===== src/rtl/rx_pkg.sv =====
// Shared types and constants for the serial receiver link.
package rx_pkg;

    typedef enum logic {
        IDLE  = 1'b0,
        SHIFT = 1'b1
    } state_t;

    localparam logic DIR_LSB_FIRST = 1'b0;
    localparam logic DIR_MSB_FIRST = 1'b1;

    localparam int DEFAULT_WIDTH = 8;

endpackage


===== src/rtl/bit_assembler.sv =====
// Shift-register datapath: latches the frame bit order and builds the word one bit per clock.
module bit_assembler
    import rx_pkg::*;
#(
    parameter int WIDTH = DEFAULT_WIDTH
) (
    input  logic             clk,
    input  logic             reset,
    input  logic             load,
    input  logic             shift_en,
    input  logic             dir,
    input  logic             serial_in,
    output logic [WIDTH-1:0] shreg_next
);

    logic             dir_r;
    logic             dir_eff_s;
    logic [WIDTH-1:0] shreg_r;
    logic [WIDTH-1:0] shreg_next_s;

    // Bit 0 must use the incoming dir, since the latch only updates on that same edge.
    always_comb begin
        dir_eff_s    = dir_r;
        shreg_next_s = shreg_r;
        if (load) begin
            dir_eff_s = dir;
        end else begin
            dir_eff_s = dir_r;
        end
        if (dir_eff_s == DIR_MSB_FIRST) begin
            shreg_next_s = {shreg_r[WIDTH-2:0], serial_in};
        end else begin
            shreg_next_s = {serial_in, shreg_r[WIDTH-1:1]};
        end
    end

    // Bit-order latch and shift register.
    always_ff @(posedge clk or posedge reset) begin
        if (reset) begin
            dir_r   <= DIR_LSB_FIRST;
            shreg_r <= '0;
        end else begin
            if (load) begin
                dir_r <= dir;
            end
            if (load || shift_en) begin
                shreg_r <= shreg_next_s;
            end
        end
    end

    assign shreg_next = shreg_next_s;

endmodule


===== src/rtl/serial_receiver.sv =====
// Serial-to-parallel receiver: frame FSM, bit counter, double-buffered valid/ready output
// and sticky overrun flag.
module serial_receiver
    import rx_pkg::*;
#(
    parameter int WIDTH = DEFAULT_WIDTH
) (
    input  logic             clk,
    input  logic             reset,
    input  logic             serialIn,
    input  logic             start,
    input  logic             dir,
    input  logic             outReady,
    input  logic             clrOverrun,
    output logic [WIDTH-1:0] parallelOut,
    output logic             outValid,
    output logic             busy,
    output logic             overrun
);

    localparam int CW = (WIDTH > 2) ? $clog2(WIDTH) : 1;
    localparam logic [CW-1:0] CNT_ONE  = CW'(1);
    localparam logic [CW-1:0] CNT_LAST = CW'(WIDTH - 1);

    state_t           state_r;
    state_t           state_next_s;
    logic [CW-1:0]    cnt_r;
    logic [CW-1:0]    cnt_next_s;
    logic             load_s;
    logic             shift_s;
    logic             complete_s;
    logic             xfer_s;
    logic [WIDTH-1:0] shreg_next_s;
    logic [WIDTH-1:0] hold_r;
    logic             valid_r;
    logic             busy_r;
    logic             overrun_r;

    bit_assembler #(.WIDTH(WIDTH)) u_asm (
        .clk        (clk),
        .reset      (reset),
        .load       (load_s),
        .shift_en   (shift_s),
        .dir        (dir),
        .serial_in  (serialIn),
        .shreg_next (shreg_next_s)
    );

    // Frame FSM next-state and counter logic; start is only honoured in IDLE.
    always_comb begin
        state_next_s = state_r;
        cnt_next_s   = cnt_r;
        load_s       = 1'b0;
        shift_s      = 1'b0;
        complete_s   = 1'b0;
        case (state_r)
            IDLE: begin
                if (start) begin
                    load_s       = 1'b1;
                    cnt_next_s   = CNT_ONE;
                    state_next_s = SHIFT;
                end else begin
                    state_next_s = IDLE;
                end
            end
            SHIFT: begin
                shift_s = 1'b1;
                if (cnt_r == CNT_LAST) begin
                    complete_s   = 1'b1;
                    cnt_next_s   = '0;
                    state_next_s = IDLE;
                end else begin
                    cnt_next_s = cnt_r + CW'(1);
                end
            end
            default: begin
                cnt_next_s   = '0;
                state_next_s = IDLE;
            end
        endcase
    end

    assign xfer_s = valid_r && outReady;

    // FSM state, counter and registered busy.
    always_ff @(posedge clk or posedge reset) begin
        if (reset) begin
            state_r <= IDLE;
            cnt_r   <= '0;
            busy_r  <= 1'b0;
        end else begin
            state_r <= state_next_s;
            cnt_r   <= cnt_next_s;
            busy_r  <= (state_next_s == SHIFT);
        end
    end

    // Holding register and handshake; a completed word is dropped only when the slot stays full.
    always_ff @(posedge clk or posedge reset) begin
        if (reset) begin
            hold_r    <= '0;
            valid_r   <= 1'b0;
            overrun_r <= 1'b0;
        end else begin
            if (complete_s && (!valid_r || xfer_s)) begin
                hold_r  <= shreg_next_s;
                valid_r <= 1'b1;
            end else if (xfer_s) begin
                valid_r <= 1'b0;
            end
            if (complete_s && valid_r && !outReady) begin
                overrun_r <= 1'b1;
            end else if (clrOverrun) begin
                overrun_r <= 1'b0;
            end
        end
    end

    assign parallelOut = hold_r;
    assign outValid    = valid_r;
    assign busy        = busy_r;
    assign overrun     = overrun_r;

endmodule

===== config.mk =====
export PLATFORM = sky130hd
export DESIGN_NAME = serial_receiver
export DESIGN_NICKNAME = d
export VERILOG_FILES = /design/src/rtl/rx_pkg.sv /design/src/rtl/bit_assembler.sv /design/src/rtl/serial_receiver.sv
export SDC_FILE = /design/constraint.sdc
export NUM_CORES = 1
export LEC_CHECK = 0
export ABC_AREA = 1
export CORE_AREA = 2 2 63 65
export CTS_BUF_LIST = sky130_fd_sc_hd__clkbuf_16
export DETAILED_ROUTE_END_ITERATION = 8
export DIE_AREA = 0 0 65 67
export PLACE_DENSITY = 0.57
export SLEW_MARGIN = 40
export SYNTH_ARGS = -nofsm -noshare
export SYNTH_HDL_FRONTEND = slang
export SYNTH_SLANG_ARGS = --single-unit

===== constraint.sdc =====
create_clock -name clk -period 2.2 [get_ports clk]
set_input_delay 0.22 -clock clk [delete_from_list [all_inputs] [get_ports clk]]
set_output_delay 0.22 -clock clk [all_outputs]
set_load 0.1 [all_outputs]

==> flow_metrics.env <==
export IMPL_outcome="completed"
export IMPL_clkLatencyLatePin_ns=0.26
export IMPL_start_util=0.3043
export IMPL_slowest_delay_ns=0.36
export IMPL_gp_congestion=0.7674
export IMPL_report_final_slew_viol_count=0
export IMPL_hold_viol=0
export IMPL_drt_iter0_markers=44
export IMPL_crit_fanout=9
export IMPL_syn_inst=125
export IMPL_final_cell_mix="34 x nand2_1, 32 x nand3_1, 23 x dfrtp_1"
export IMPL_wl_per_cell_um=11.32
export IMPL_numCtsBuffers=3
export IMPL_grt_max_degree=24
export IMPL_max_cap_violations=0
export IMPL_cts_tree="done"
export IMPL_yosysTopAreaCell="dfrtp_1"
export IMPL_viasPerCell=4.641
export IMPL_timing_final_crit_share=0.6277
export IMPL_seq_area_frac_synth=0.5245
export IMPL_regToRegSetupSlack_ns=0.82
export IMPL_root_buffer="clkbuf_16"
export IMPL_yosys_warnings=0
export IMPL_drt_wl_total_um=2207
export IMPL_clock_fmax_mhz=724.2
export IMPL_worstMarginPinSlew_ns=0.3784
export IMPL_port_buffers=17
export IMPL_worstPathArrival_ns=1.53
export IMPL_grt_ovfl_total=0
export IMPL_vias=905
export IMPL_setup_viol=0
export IMPL_final_min_clock_period_ns=1.381
export IMPL_cts_resized=0
export IMPL_nets=157
export IMPL_cp_slowest_cell="dfrtp_1"
export IMPL_cp_end_kind="flop"
export IMPL_drive_gt1_frac=0.1905
export IMPL_dieArea_mm2=0.004355
export IMPL_synthDistinctLibCells=17
export IMPL_reg2reg_to="parallelOut[7]$_DFFE_PP0P_"
export IMPL_crit_required_ns=2.35
export IMPL_syn_area_mm2=0.001097
export IMPL_path_cells="ha_1 -> ha_1 -> nand2_2 -> nor2_8 -> inv_4 -> nand2_1 -> nand2_1"
export IMPL_crit_path_start_kind="flop"
export IMPL_netlist_area_leader_share=0.5245
export IMPL_die_w_um=65
export IMPL_ys_ff_latch=23
export IMPL_grt_usage=0.1198
export IMPL_grt_pass1_vias=930
export IMPL_fin_setup_tns_ns=0
export IMPL_drtPass1Iterations=4
export IMPL_grt_pass1_wl_um=3953
export IMPL_hp_class="input pin to async pin"
export IMPL_final_common_cell="nand2_1"
export IMPL_cts_hold_buf=0
export IMPL_fillCellCount=360
export IMPL_io_pins=18
export IMPL_cts_reportedPaths_clkPinSlew_ns=0.06
export IMPL_antenna_found_initial=0
export IMPL_skew_ns=0.002609
export IMPL_post_cts_buffers=0
export IMPL_avgSynthCellArea_um2=8.778
export IMPL_syn2layout_area_growth_pct=26.34
export IMPL_slew_headroom=0.7468
export IMPL_synth_area_leaders="dfrtp_1 52%, nand3_1 15%, nand2_1 12%, inv_1 5.1%, nand2_4 3.1%"
export IMPL_ant_nets=0
export IMPL_fin_worst_hold_slack_ns=0.3090
export IMPL_critPathKind="flop to flop"
export IMPL_die_h_um=67
export IMPL_diodes=0
export IMPL_rows=22
export IMPL_drc=0
export IMPL_cts_max_path_buffers=2
export IMPL_coreArea_mm2=0.003606
export IMPL_dp_final_hpwl_um=1614
export IMPL_clock_sinks=23
export IMPL_critPathLaunch="cnt_r[0]$_DFFE_PP0P_"
export IMPL_rsz0062_at_grt="false"
export IMPL_synthesis_nets=134
export IMPL_r2r_cells=7
export IMPL_h_tree_depth=1
export IMPL_timing_rr_start="cnt_r[0]$_DFFE_PP0P_"
## cell usage after synthesis, drive strengths merged
library cell,instances
buf,1
nor2,3
nand3,34
dfrtp,23
o22ai,1
o21ai,2
o21a,1
nand2,38
ha,2
inv,18
a22o,2
## final cells by class
cell class	count	area [um2]	share of cell area
Sequential cell	23	575.6	0.4152
Clock inverter	1	3.754	0.002708
Multi-Input combinational cell	83	444.2	0.3204
Clock buffer	3	75.07	0.05415
Inverter	18	70.07	0.05054
Timing Repair Buffer	19	157.7	0.1137
Tap cell	48	60.06	0.04332
## cell families after synthesis
logic type / count (synthesis) / synth area share
buffers and inverters: 19 / 0.07070
adders and majority gates: 2 / 0.02280
AOI/OAI and AO/OA: 6 / 0.03992
and+or+nand+nor: 75 / 0.3421
DFF: 23 / 0.5245
## worst max-delay path by stage
stage                     slack (ns)  depth (start not counted)                         end
after CTS                       0.82                          7  parallelOut[7]$_DFFE_PP0P_
after detailed placement        0.74                          5        cnt_r[0]$_DFFE_PP0P_
after floorplan                 0.46                          5  parallelOut[0]$_DFFE_PP0P_
final                           0.82                          7  parallelOut[7]$_DFFE_PP0P_
after global routing            0.67                          7  parallelOut[4]$_DFFE_PP0P_
after global placement          0.77                          5        cnt_r[0]$_DFFE_PP0P_
## through the flow
step / utilization / instance area [um2] / instances / worst slack (ns)
floorplan: - / 1097 / 125 / 0.4615
global placement: 0.3626 / 1308 / 191 / 0.7682
detailed placement: 0.3626 / 1308 / 191 / 0.7426
CTS: 0.3845 / 1386 / 195 / 0.8191
global route: 0.3845 / 1386 / 195 / 0.6743
finish: 0.3845 / 1386 / 195 / 0.8192
## critical path: cells and delay by family, from the launching register on
family | cells | cell delay, ns
flops | 1 | 0.36
buf+inv | 1 | 0.08
simple gates | 4 | 0.46
fa+ha+maj | 2 | 0.37
## state kept, by name, indices dropped and copies added, names as in the netlist
register and flops:
outValid 1, u_asm.shreg_r 8, busy 1, u_asm.dir_r 1, overrun 1, parallelOut 8
cnt_r 3
## per-layer routing
layer,wire (um),up-vias,track usage
met4,53,0,0.07181
met3,101,7,0.02027
met5,0,-,0
met1,1036,414,0.1395
li1,-,453,-
met2,1015,31,0.2062
Power is not shown: default switching activity piles up to over one toggle a cycle in this logic, so the estimate is an artifact.
==> variant (config.mk and constraints unchanged) <==
`DEFAULT_WIDTH`: 8 -> 4.
--- a/src/rtl/rx_pkg.sv
+++ b/src/rtl/rx_pkg.sv
@@ -10,5 +10,5 @@
     localparam logic DIR_MSB_FIRST = 1'b1;
 
-    localparam int DEFAULT_WIDTH = 8;
+    localparam int DEFAULT_WIDTH = 4;
 
 endpackage
Ports: changed (resized parallelOut); port bits go from 18 to 14. No check against the original RTL was run, so the function may have changed too.
==> variant against the original RTL <==
- sequential cell count shrank 9
- hold slack improved by 14 ps
- synthesized area down 42%
- synthesized cell count is 38% lower
- wire length is 36% lower
- count of clock-buffer cells in the layout unchanged
- cell area is 36% lower
- core utilization fell by 14 points
- sequential share of layout area fell by 2.0 points
- setup slack better by 140 ps
- via count shrank 38%
- global-route usage shrank 4.4 points
Power is not shown: default switching activity piles up to over one toggle a cycle in this logic, so the estimate is an artifact.
==> variant: results (changes against the original RTL) <==
status: "completed"
yosys-top-cells-count: "nand2_1, nand3_1, dfrtp_1, inv_1"
synth_area_leaders: "dfrtp_1, nand3_1, nand2_1"
cts_inserted_buffers: 3  # unchanged
yosys_warnings: 0  # unchanged
grt_pass1_vias: 568  # -39%
post-dp-hpwl_um: 1120  # -31%
reg2reg_from: "cnt_r[0]"
clock-root-buffer: "clkbuf_16"
crit_path_start: "busy"
io_buffers: 13  # -4
yosysUniqueCellTypes: 11  # -6
synth_top_area_frac: 0.551  # +0.0267
arrival_ps: 1020  # -510 ps
synth_fp_nets: 85  # -37%
crit_family: "flip-flops"
ff2ff_setup_slack_ps: 960  # +140 ps
slew_headroom: 0.658  # -0.0889
track_usage: 0.0758  # -0.0441
synth_compound_area_frac: 0.0531  # +0.0132
nets: 103  # -34%
grt_max_degree: 15  # -38%
r2r_end: "parallelOut[1]"
drive_gt1_frac: 0.128  # -0.0628
clock_skew_ps: 2.69  # +0.0831 ps
clk_latency_ps: 250
synthAdderAreaFrac: 0.0197  # -0.00312
clkTransAtPathRegs_ps: 50
rr_worst_depth: 6  # -1
grt_first_pass_wirelength_um: 2460  # -38%
ys_seq_area_frac: 0.551  # +0.0267
finalWeightedCongestion: 0.850  # +11%
critPathMaxFanout: 6  # -3
critPathCapture: "busy"
crit_path_max_incr_delay_ps: 440  # +80 ps
wl_um: 1410  # -36%
ctsResizeCount: 0  # unchanged
vias: 560  # -38%
drt_first_iter_violations: 36  # -18%
variant: changes by cell type after synthesis, sizes merged:
cell / change
a22o: -1
buf: -1
dfrtp: -9
ha: -1
inv: -4
nand2: -16
nand3: -16
variant: final cells by class:
cell class	count	area, sq um
fill	397	2720
timing repair buffer	13	113
inverter	14	52.6
sequential	14	350
multi-input combinational	49	233
clock buffer	3	75.1
tap	48	60.1
clock inverter	1	3.75
variant: metrics by stage:
stage               setup WS (ps)  instances  hold slack [ps]  area, sq um  utilization
floorplan                     478         77              109          636            -
global placement              793        138              470          808        0.224
detailed placement            768        138              470          808        0.224
CTS                           949        142              351          887        0.246
global route                  797        142              385          887        0.246
finish                        961        142              323          887        0.246
variant: per-layer routing:
metal  global-route usage  part of all wire  vias to the layer above
met1               0.0888              0.45                      246
li1                     -                 -                      282
met4               0.0399             0.031                        0
met2                0.121              0.44                       27
met5                    0                 0                        -
met3               0.0270             0.075                        5
